===== src/rtl/boxcar_decimator.sv =====
// boxcar_decimator
//   Integrate-and-dump decimator for the free-running signed output of
//   boxcar_filter. Every block of N consecutive samples is summed at full
//   precision and the sum is presented on an AXI4-Stream master port that
//   has a single-entry output register. N is selected at runtime and is
//   latched at each frame start. A sum overwritten before it was accepted
//   raises a sticky overrun flag.
//
// Parameters
//   DATA_WIDTH    width of the signed input samples
//   LOG2_MAX_DEC  log2 of the largest decimation factor
//   OUT_WIDTH     derived width of the signed output sum
//
// Ports
//   clk            rising-edge clock
//   resetn         synchronous, active-low reset
//   din            signed sample, valid every clock
//   dec_factor     decimation factor N (0 acts as 1, clamps to 2^LOG2_MAX_DEC)
//   clear_overrun  clears overrun at a clock edge (an overwrite on the same edge wins)
//   m_axis_tdata   signed block sum
//   m_axis_tvalid  output register holds an unconsumed sum
//   m_axis_tready  downstream accept
//   overrun        sticky: a sum was overwritten before it was accepted
module boxcar_decimator #(
    parameter  int DATA_WIDTH   = 8,
    parameter  int LOG2_MAX_DEC = 10,
    localparam int OUT_WIDTH    = DATA_WIDTH + LOG2_MAX_DEC
) (
    input  logic                  clk,
    input  logic                  resetn,
    input  logic [DATA_WIDTH-1:0] din,
    input  logic [LOG2_MAX_DEC:0] dec_factor,
    input  logic                  clear_overrun,
    output logic [OUT_WIDTH-1:0]  m_axis_tdata,
    output logic                  m_axis_tvalid,
    input  logic                  m_axis_tready,
    output logic                  overrun
);

    localparam int CW = LOG2_MAX_DEC + 1;

    localparam logic [CW-1:0]           MAX_DEC = {1'b1, {LOG2_MAX_DEC{1'b0}}};
    localparam logic [CW-1:0]           N_ONE   = 1;
    localparam logic [LOG2_MAX_DEC-1:0] CNT_ONE = 1;

    logic [OUT_WIDTH-1:0]    acc_q,    acc_d;
    logic [LOG2_MAX_DEC-1:0] count_q,  count_d;
    logic [CW-1:0]           n_lat_q,  n_lat_d;
    logic [OUT_WIDTH-1:0]    tdata_q,  tdata_d;
    logic                    tvalid_q, tvalid_d;
    logic                    ovr_q,    ovr_d;

    logic [CW-1:0]        n_eff;
    logic [CW-1:0]        n_cur;
    logic                 frame_start;
    logic                 frame_end;
    logic                 overwrite;
    logic [OUT_WIDTH-1:0] din_ext;
    logic [OUT_WIDTH-1:0] sum;

    always_comb begin
        if (dec_factor == '0) begin
            n_eff = N_ONE;
        end else if (dec_factor > MAX_DEC) begin
            n_eff = MAX_DEC;
        end else begin
            n_eff = dec_factor;
        end

        // At a frame start the freshly computed factor governs this very edge,
        // so a one-sample frame can both start and end here.
        frame_start = (count_q == '0);
        n_cur       = frame_start ? n_eff : n_lat_q;
        frame_end   = ({1'b0, count_q} == (n_cur - N_ONE));

        din_ext = {{LOG2_MAX_DEC{din[DATA_WIDTH-1]}}, din};
        sum     = acc_q + din_ext;

        overwrite = frame_end && tvalid_q && !m_axis_tready;

        acc_d    = acc_q;
        count_d  = count_q;
        n_lat_d  = frame_start ? n_eff : n_lat_q;
        tdata_d  = tdata_q;
        tvalid_d = tvalid_q;
        ovr_d    = ovr_q;

        if (frame_end) begin
            acc_d    = '0;
            count_d  = '0;
            tdata_d  = sum;
            tvalid_d = 1'b1;
        end else begin
            acc_d   = sum;
            count_d = count_q + CNT_ONE;
            if (tvalid_q && m_axis_tready) begin
                tvalid_d = 1'b0;
            end
        end

        if (overwrite) begin
            ovr_d = 1'b1;
        end else if (clear_overrun) begin
            ovr_d = 1'b0;
        end
    end

    always_ff @(posedge clk) begin
        if (!resetn) begin
            acc_q    <= '0;
            count_q  <= '0;
            n_lat_q  <= N_ONE;
            tdata_q  <= '0;
            tvalid_q <= 1'b0;
            ovr_q    <= 1'b0;
        end else begin
            acc_q    <= acc_d;
            count_q  <= count_d;
            n_lat_q  <= n_lat_d;
            tdata_q  <= tdata_d;
            tvalid_q <= tvalid_d;
            ovr_q    <= ovr_d;
        end
    end

    assign m_axis_tdata  = tdata_q;
    assign m_axis_tvalid = tvalid_q;
    assign overrun       = ovr_q;

endmodule


===== config.mk =====
export PLATFORM = sky130hd
export DESIGN_NAME = boxcar_decimator
export DESIGN_NICKNAME = d
export VERILOG_FILES = /design/src/rtl/boxcar_decimator.sv
export SDC_FILE = /design/constraint.sdc
export NUM_CORES = 1
export LEC_CHECK = 0
export ABC_AREA = 1
export BUFFER_PORTS_ARGS = -buffer_cell sky130_fd_sc_hd__buf_2
export CORE_MARGIN = 3
export CORE_UTILIZATION = 45
export CTS_CLUSTER_SIZE = 40
export DETAILED_ROUTE_END_ITERATION = 6
export PLACE_DENSITY_LB_ADDON = 0.2
export SYNTH_ARGS = -nofsm -noshare
export SYNTH_HDL_FRONTEND = slang
export SYNTH_SLANG_ARGS = --single-unit
export TNS_END_PERCENT = 1

===== constraint.sdc =====
create_clock -name clk -period 2.6 [get_ports clk]
set_input_delay 0.52 -clock clk [delete_from_list [all_inputs] [get_ports clk]]
set_output_delay 0.52 -clock clk [all_outputs]
set_load 0.03 [all_outputs]

==> results of run 1 <==
## layout make-up
cell class,count,area (µm²)
fillers,740,3270
repair buffers,90,624
multi-input cells,365,2130
clock buffers,10,128
clock inverters,6,41.3
flip-flops and latches,59,1180
inverters,69,259
well taps,102,128
## flip-flops by register name, indices dropped and copies added, names as in the netlist
signal,count
count_q,10
overrun,1
m_axis_tvalid,1
m_axis_tdata,18
n_lat_q,11
acc_q,18
## through the flow
step / util, % / instances
2_1_floorplan: - / 506
3_3_place_gp: 55.1 / 685
3_5_place_dp: 55.1 / 685
4_1_cts: 57.6 / 701
5_1_grt: 57.9 / 701
6_report: 57.9 / 701
## cells by family after synthesis
kind of cell    count (synthesis)
buf+inv                        82
fa+ha+maj                      21
xor+xnor                       29
compound gates                 41
simple gates                  274
flops                          59
## worst paths after layout
check	to	startpoint	slack, ps	cells after the start
setup reg to reg	count_q[7]$_SDFF_PP0_	count_q[0]$_SDFF_PP0_	30	19
hold / removal	n_lat_q[0]$_SDFF_PN1_	resetn	410	2
setup / recovery	count_q[7]$_SDFF_PP0_	count_q[0]$_SDFF_PP0_	30	19
hold reg to reg	m_axis_tdata[13]$_SDFFE_PN0N_	m_axis_tdata[13]$_SDFFE_PN0N_	470	2
## worst max-delay path, delay by kind of cell, from the launching register on
kind | cells | cell delay, ps
fa+ha+maj | 1 | 130
buf+inv | 4 | 480
flops | 1 | 320
simple gates | 14 | 1510
## layout by cell type, fill, tap and decap left out, types with 3 or more instances in the layout
master / netlist / layout
a21oi_1: 18 / 18
buf_12: 0 / 4
buf_2: 4 / 42
buf_4: 1 / 43
clkbuf_8: 0 / 9
clkinvlp_4: 0 / 3
dfxtp_1: 59 / 58
ha_1: 20 / 18
inv_1: 57 / 54
inv_2: 11 / 14
nand2_1: 111 / 110
nand2_2: 7 / 8
nand2_4: 4 / 4
nand3_1: 44 / 44
nand3_2: 6 / 5
nand4_1: 22 / 22
nor2_1: 60 / 59
nor2_2: 5 / 6
nor2_4: 3 / 3
nor2_8: 3 / 3
nor3_1: 4 / 4
o21ai_0: 10 / 10
o21bai_1: 3 / 3
xnor2_1: 9 / 9
xor2_1: 20 / 20
## power groups by stage
| stage | Sequential (mW) | Clock (mW) | Combinational, mW |
|---|---|---|---|
| 2_1_floorplan | 1.10 | 0 | 1.16 |
| 4_1_cts | 1.08 | 0.760 | 1.72 |
| 3_5_place_dp | 1.10 | 0 | 1.70 |
| 5_1_grt | 1.09 | 0.796 | 1.96 |
| 6_report | 1.08 | 0.738 | 1.75 |
| 3_3_place_gp | 1.10 | 0 | 1.67 |
## metal layers
| layer | part of all wire, % | up-vias |
|---|---|---|
| met3 | 5.2 | 15 |
| met5 | 0 | - |
| met4 | 2.1 | 0 |
| li1 | - | 1807 |
| met1 | 51 | 1498 |
| met2 | 41 | 71 |
## timing repair
action | 4_1_cts | 5_1_grt
gates resized for setup | 3 | 8
gates cloned | 0 | 0
hold buffers | 0 | 0
pin swaps | 4 | 4
endpoints found under the setup margin | 48 | 48
==> impl_metrics.tcl, run 1 <==
set metrics [dict create \
    hpwl_um 6800 \
    dpl_cell_area_um2 4280 \
    cpMostUsedCell "nand2_1" \
    tightestPinTransition_ps 389 \
    ys_seq_area_share_pct 32.7 \
    synth_area_leaders "dfxtp_1, nand2_1, ha_1" \
    met2_usage_pct 30.0 \
    cp_slowest_cell "dfxtp_2" \
    final_cell_area_um2 4490 \
    initial_core_util_pct 46.5 \
    dieArea_um2 9140 \
    yosys_warnings 0 \
    synth_adder_area_share_pct 7.48 \
    fin_nets 638 \
    slew_viol_final 0 \
    min_path_type "in -> reg" \
    ys_top_cells_by_count "nand2_1, nor2_1, dfxtp_1" \
    max_cap_viol_count 0 \
    tritoncts "done" \
    period_share_pct 98.9 \
    pwr-share-comb_pct 49.0 \
    setup_slack_ps 29.8 \
    leakage_nw 2.35 \
    synthMuxAreaShare_pct 0 \
    cts-root-buf "clkbuf_8" \
    die_y_um 95.6 \
    grt.met3_usage_pct 4.26 \
    core_area_um2 7770 \
    crit_chain "inv_2, ha_4, nand2_1, nor2_8, nand2_4, buf_4, nand2_1, nand2_1, inv_2, nand3_4, nor2_2, nand3_1, nand2_1, nand2_1, nor2_1, nand3_2, nand2_4, buf_12, nor2_1" \
    rsz0062_at_grt "true" \
    synth_ff_type "dfxtp_1" \
    drive_gt1_share_pct 25.9 \
    grt_max_degree 38 \
    grt_busiest_layer "met2" \
    portBuffers 42 \
    power_mw 3.56 \
    synth_top_cell_by_area "dfxtp_1" \
    grt_pass1_wl_um 14100 \
    syn_inst 506 \
    finalClockSkew_ps 18.7 \
    area.growth.synth_to_final_pct 24.3 \
    clock_latency_ps 360 \
    arrival_ps 2810 \
    routedWlPerCell_um 12.2 \
    via_count 3391 \
    cp_max_fo 10 \
    synth_compound_area_share_pct 6.40 \
    antenna_found_initial 0 \
    cts_buffers 9 \
    ctsLongestPathBuffers 2 \
    intPower_mw 2.07 \
    power.switching_mw 1.49 \
    power_frac_seq_pct 30.3 \
    drc 0 \
    clkPwrFrac_pct 20.7 \
    synth_fp_nets 550 \
    wirelength_um 8580 \
    synth_cell_types 38 \
    slew_headroom_pct 73.9 \
    antenna_left 0 \
    worstPathRequired_ps 2830 \
    p_sw_share_pct 41.9 \
    synth_area_um2 3610 \
    diodes 0 \
    whs_ps 413 \
    layout_min_cycle_time_ps 2570 \
    yosys.cell_count.top_type "nand2_1" \
    grt_pass1_vias 3122 \
    htree_levels 3 \
    fmax_mhz 389 \
    synth_edf_count 0 \
    yosys.area.top_type_share_pct 32.7 \
    grt.total_usage_pct 20.0 \
    postSynth.asyncResetShare_pct 0 \
    status "complete, no violations" \
    die-width_um 95.6 \
    tns_ps 0 \
    cts_setup_buffers 0 \
    ir_drop_mv 0.452 \
    gp_congestion 0.896 \
    synth_top_family_by_area "simple AND/OR/NAND/NOR gates" \
    first_pass_iters 4 \
    rows 32 \
    slowest_delay_ps 320 \
    power_density_nw_per_um2 792 \
    finalHoldViolations 0 \
    startpoint_type "flop" \
    gr-usage-met1_pct 28.1 \
    setup_viol 0 \
    synthSimpleGateAreaFrac_pct 37.0 \
    setup.worst_path.class "reg -> reg" \
    postSynthAreaPerCell_um2 7.14 \
    synth-seq-cells 59 \
    ioPinCount 43 \
    cts.reportedPaths.clkPinSlew_ps 70 \
    synth_xor_area_share_pct 7.03 \
    endpoint_kind "flop" \
    clock-sinks 59 \
    vias_per_cell 4.84 \
    grt-ovfl-total 0 \
    drt_iter0_markers 124 \
    pre_cts_ws_ps -149 \
]
Note: power is estimated with default switching activity, not from simulation.
==> run 2: changes to the inputs <==
--- a/config.mk
+++ b/config.mk
@@ -8,7 +8,7 @@
 export ABC_AREA = 1
 export BUFFER_PORTS_ARGS = -buffer_cell sky130_fd_sc_hd__buf_2
 export CORE_MARGIN = 3
-export CORE_UTILIZATION = 45
+export CORE_UTILIZATION = 53
 export CTS_CLUSTER_SIZE = 40
 export DETAILED_ROUTE_END_ITERATION = 6
 export PLACE_DENSITY_LB_ADDON = 0.2
==> run 2 against run 1 <==
Compared with the run above:
- critical path depth increased by 3
- cell area rose by 3.4%
- register-to-register slack lost 160 ps
- sequential share of layout area fell by 0.84 points
- first-iteration DRC count grew 20%
- fmax down 5.9%
- clock power is 1% higher
- the flow now finishes with violations (negative setup slack)
- sequential power is essentially flat
- via count is 2.3% higher
- largest power group unchanged
- die area down 14%
- routed wire length grew 1.0%
- critical endpoint is now acc_q[9]$_SDFF_PP0_
==> impl_metrics.tcl, run 2 (same netlist as run 1, synthesis figures left out) <==
set metrics [dict create \
    status "complete, but fails checks" \
    failed_checks "negative setup slack" \
    ioPinCount 43 \
    rsz0062_at_grt "true" \
    slew_headroom_pct 73.5 \
    cp_max_fo 10 \
    drt_iter0_markers 149 \
    initial_core_util_pct 55.7 \
    worstPathRequired_ps 2820 \
    ctsLongestPathBuffers 2 \
    setup_viol 48 \
    first_pass_iters 4 \
    cp_slowest_cell "dfxtp_2" \
    hpwl_um 6460 \
    fmax_mhz 366 \
    tightestPinTransition_ps 397 \
    reg2regPathDepth 22 \
    drive_gt1_share_pct 29.5 \
    highest_layer "met4" \
    final_cell_area_um2 4650 \
    endpoint_kind "flop" \
    grt.total_usage_pct 23.3 \
    gp_congestion 0.867 \
    crit_chain "inv_2, ha_4, inv_2, nor2_2, nand3_2, nor2_4, nand2_1, nand2_1, nand2_1, nand2_2, inv_2, ha_4, xor2_1, nand3_1, nor2_2, nand2_1, nor2_2, nand3_4, buf_6, nand2_8, buf_12, nor2_1" \
    dr_wl_met3_um 371 \
    drt-met1-wl_um 4310 \
    cts-root-buf "clkbuf_8" \
    period_share_pct 105 \
    die_y_um 88.6 \
    grt_max_degree 25 \
    portBuffers 42 \
    drc 0 \
    layout_min_cycle_time_ps 2730 \
    startpoint_type "flop" \
    grt-ovfl-total 0 \
    arrival_ps 2960 \
    whs_ps 451 \
    routed-wl-met2_um 3870 \
    max_cap_viol_count 0 \
    hold_depth 3 \
    holdPathEnd "overrun$_SDFFE_PN0P_" \
    cpMostUsedCell "nand2_1" \
    slew_viol_final 0 \
    dpl_cell_area_um2 4190 \
    vias_per_cell 5.13 \
    via_count 3470 \
    grt_pass1_vias 3203 \
    cts_buffers 9 \
    power_density_nw_per_um2 778 \
    finalHoldViolations 0 \
    most-common-layout-cells "nand2_1, nor2_1, dfxtp_1" \
    clock_latency_ps 340 \
    antenna_left 0 \
    die-width_um 88.6 \
    final_common_cell "nand2_1" \
    hp-start "clear_overrun" \
    slowest_delay_ps 320 \
    setup.worst_path.class "reg -> reg" \
    cts.reportedPaths.clkPinSlew_ps 70 \
    fin_nets 638 \
    antenna_found_initial 0 \
    rows 29 \
    r2r-start "count_q[0]$_SDFF_PP0_" \
    clock-sinks 59 \
    routedWlPerCell_um 12.8 \
    area.growth.synth_to_final_pct 28.6 \
    finalClockSkew_ps 10.4 \
    grt_pass1_wl_um 14300 \
    leakage_nw 2.39 \
    dieArea_um2 7850 \
    wirelength_um 8670 \
    setup_slack_ps -132 \
    tritoncts "done" \
    ir_drop_mv 0.566 \
    post-route-util_pct 71.5 \
    htree_levels 3 \
    diodes 0 \
    regToRegSetupSlack_ps -130 \
    rr_endpoint "acc_q[9]$_SDFF_PP0_" \
    core_area_um2 6490 \
    min_path_type "in -> reg" \
]
==> run 2: cell count changes in the layout (fill, tap and decap cells not counted), moves of 2 or more <==
cell,delta
clkinv_4,+2
o21ai_1,-2
nor2_2,+2
nor2_1,-2
o21ai_2,+2
buf_4,-4
nand3_2,+14
buf_16,+3
nand3_1,-15
==> run 2: what timing repair did <==
action,4_1_cts,5_1_grt
pin swaps,24,6
hold buffers,0,0
setup buffers,4,0
endpoints found under the setup margin,48,48
cloned,3,0
gates resized for setup,30,9
==> run 2: worst max-delay path, delay by kind of cell (launching register included) <==
| family | cells | cell delay [ps] |
|---|---|---|
| DFF | 1 | 320 |
| buffers and inverters | 5 | 420 |
| and+or+nand+nor | 14 | 1320 |
| xor gates and xnor gates | 1 | 130 |
| adders and majority gates | 2 | 400 |
==> run 2: worst max path at each step <==
stage                          start  cells after the start                            end  slack (ps)
5_1_grt        count_q[1]$_SDFF_PP0_                     22            acc_q[6]$_SDFF_PP0_        -340
3_5_place_dp           dec_factor[4]                     19  m_axis_tdata[11]$_SDFFE_PN0N_        -190
6_report       count_q[0]$_SDFF_PP0_                     22            acc_q[9]$_SDFF_PP0_        -130
2_1_floorplan  count_q[0]$_SDFF_PP0_                     23   m_axis_tdata[0]$_SDFFE_PN0N_          30
4_1_cts        count_q[1]$_SDFF_PP0_                     22          count_q[2]$_SDFF_PP0_        -120
3_3_place_gp           dec_factor[4]                     19  m_axis_tdata[12]$_SDFFE_PN0N_        -120
==> run 2: layout make-up <==
type                    count  area [µm²]
inverters                  69         259
multi-input cells         365        2240
clock buffers               9         124
well taps                  77        96.3
repair buffers             90         692
fillers                   492        1850
clock inverters             7        53.8
flip-flops and latches     59        1180
==> run 2: layer usage <==
metal	global-route usage, %	vias up
met2	35.5	76
met5	0	-
met3	4.47	11
li1	-	1806
met4	8.52	0
met1	32.9	1577
==> run 2: stage by stage <==
stage                     setup WS [ps]  setup TNS [ps]  power [mW]  instances
final                              -132           -5040        3.61        676
after CTS                          -121           -4930        3.60        676
after floorplan                    26.8               0        2.26        506
after global routing               -345          -15490        3.89        676
after detailed placement           -188           -6150        2.79        653
after global placement             -122           -3430        2.74        653
==> run 2: report_power, final <==
part / switching [mW] / total (mW) / internal [mW] / leakage (nW)
clock: 0.397 / 0.747 / 0.349 / 0.0818
combinational: 1.07 / 1.79 / 0.718 / 1.83
sequential: 0.0454 / 1.08 / 1.04 / 0.483
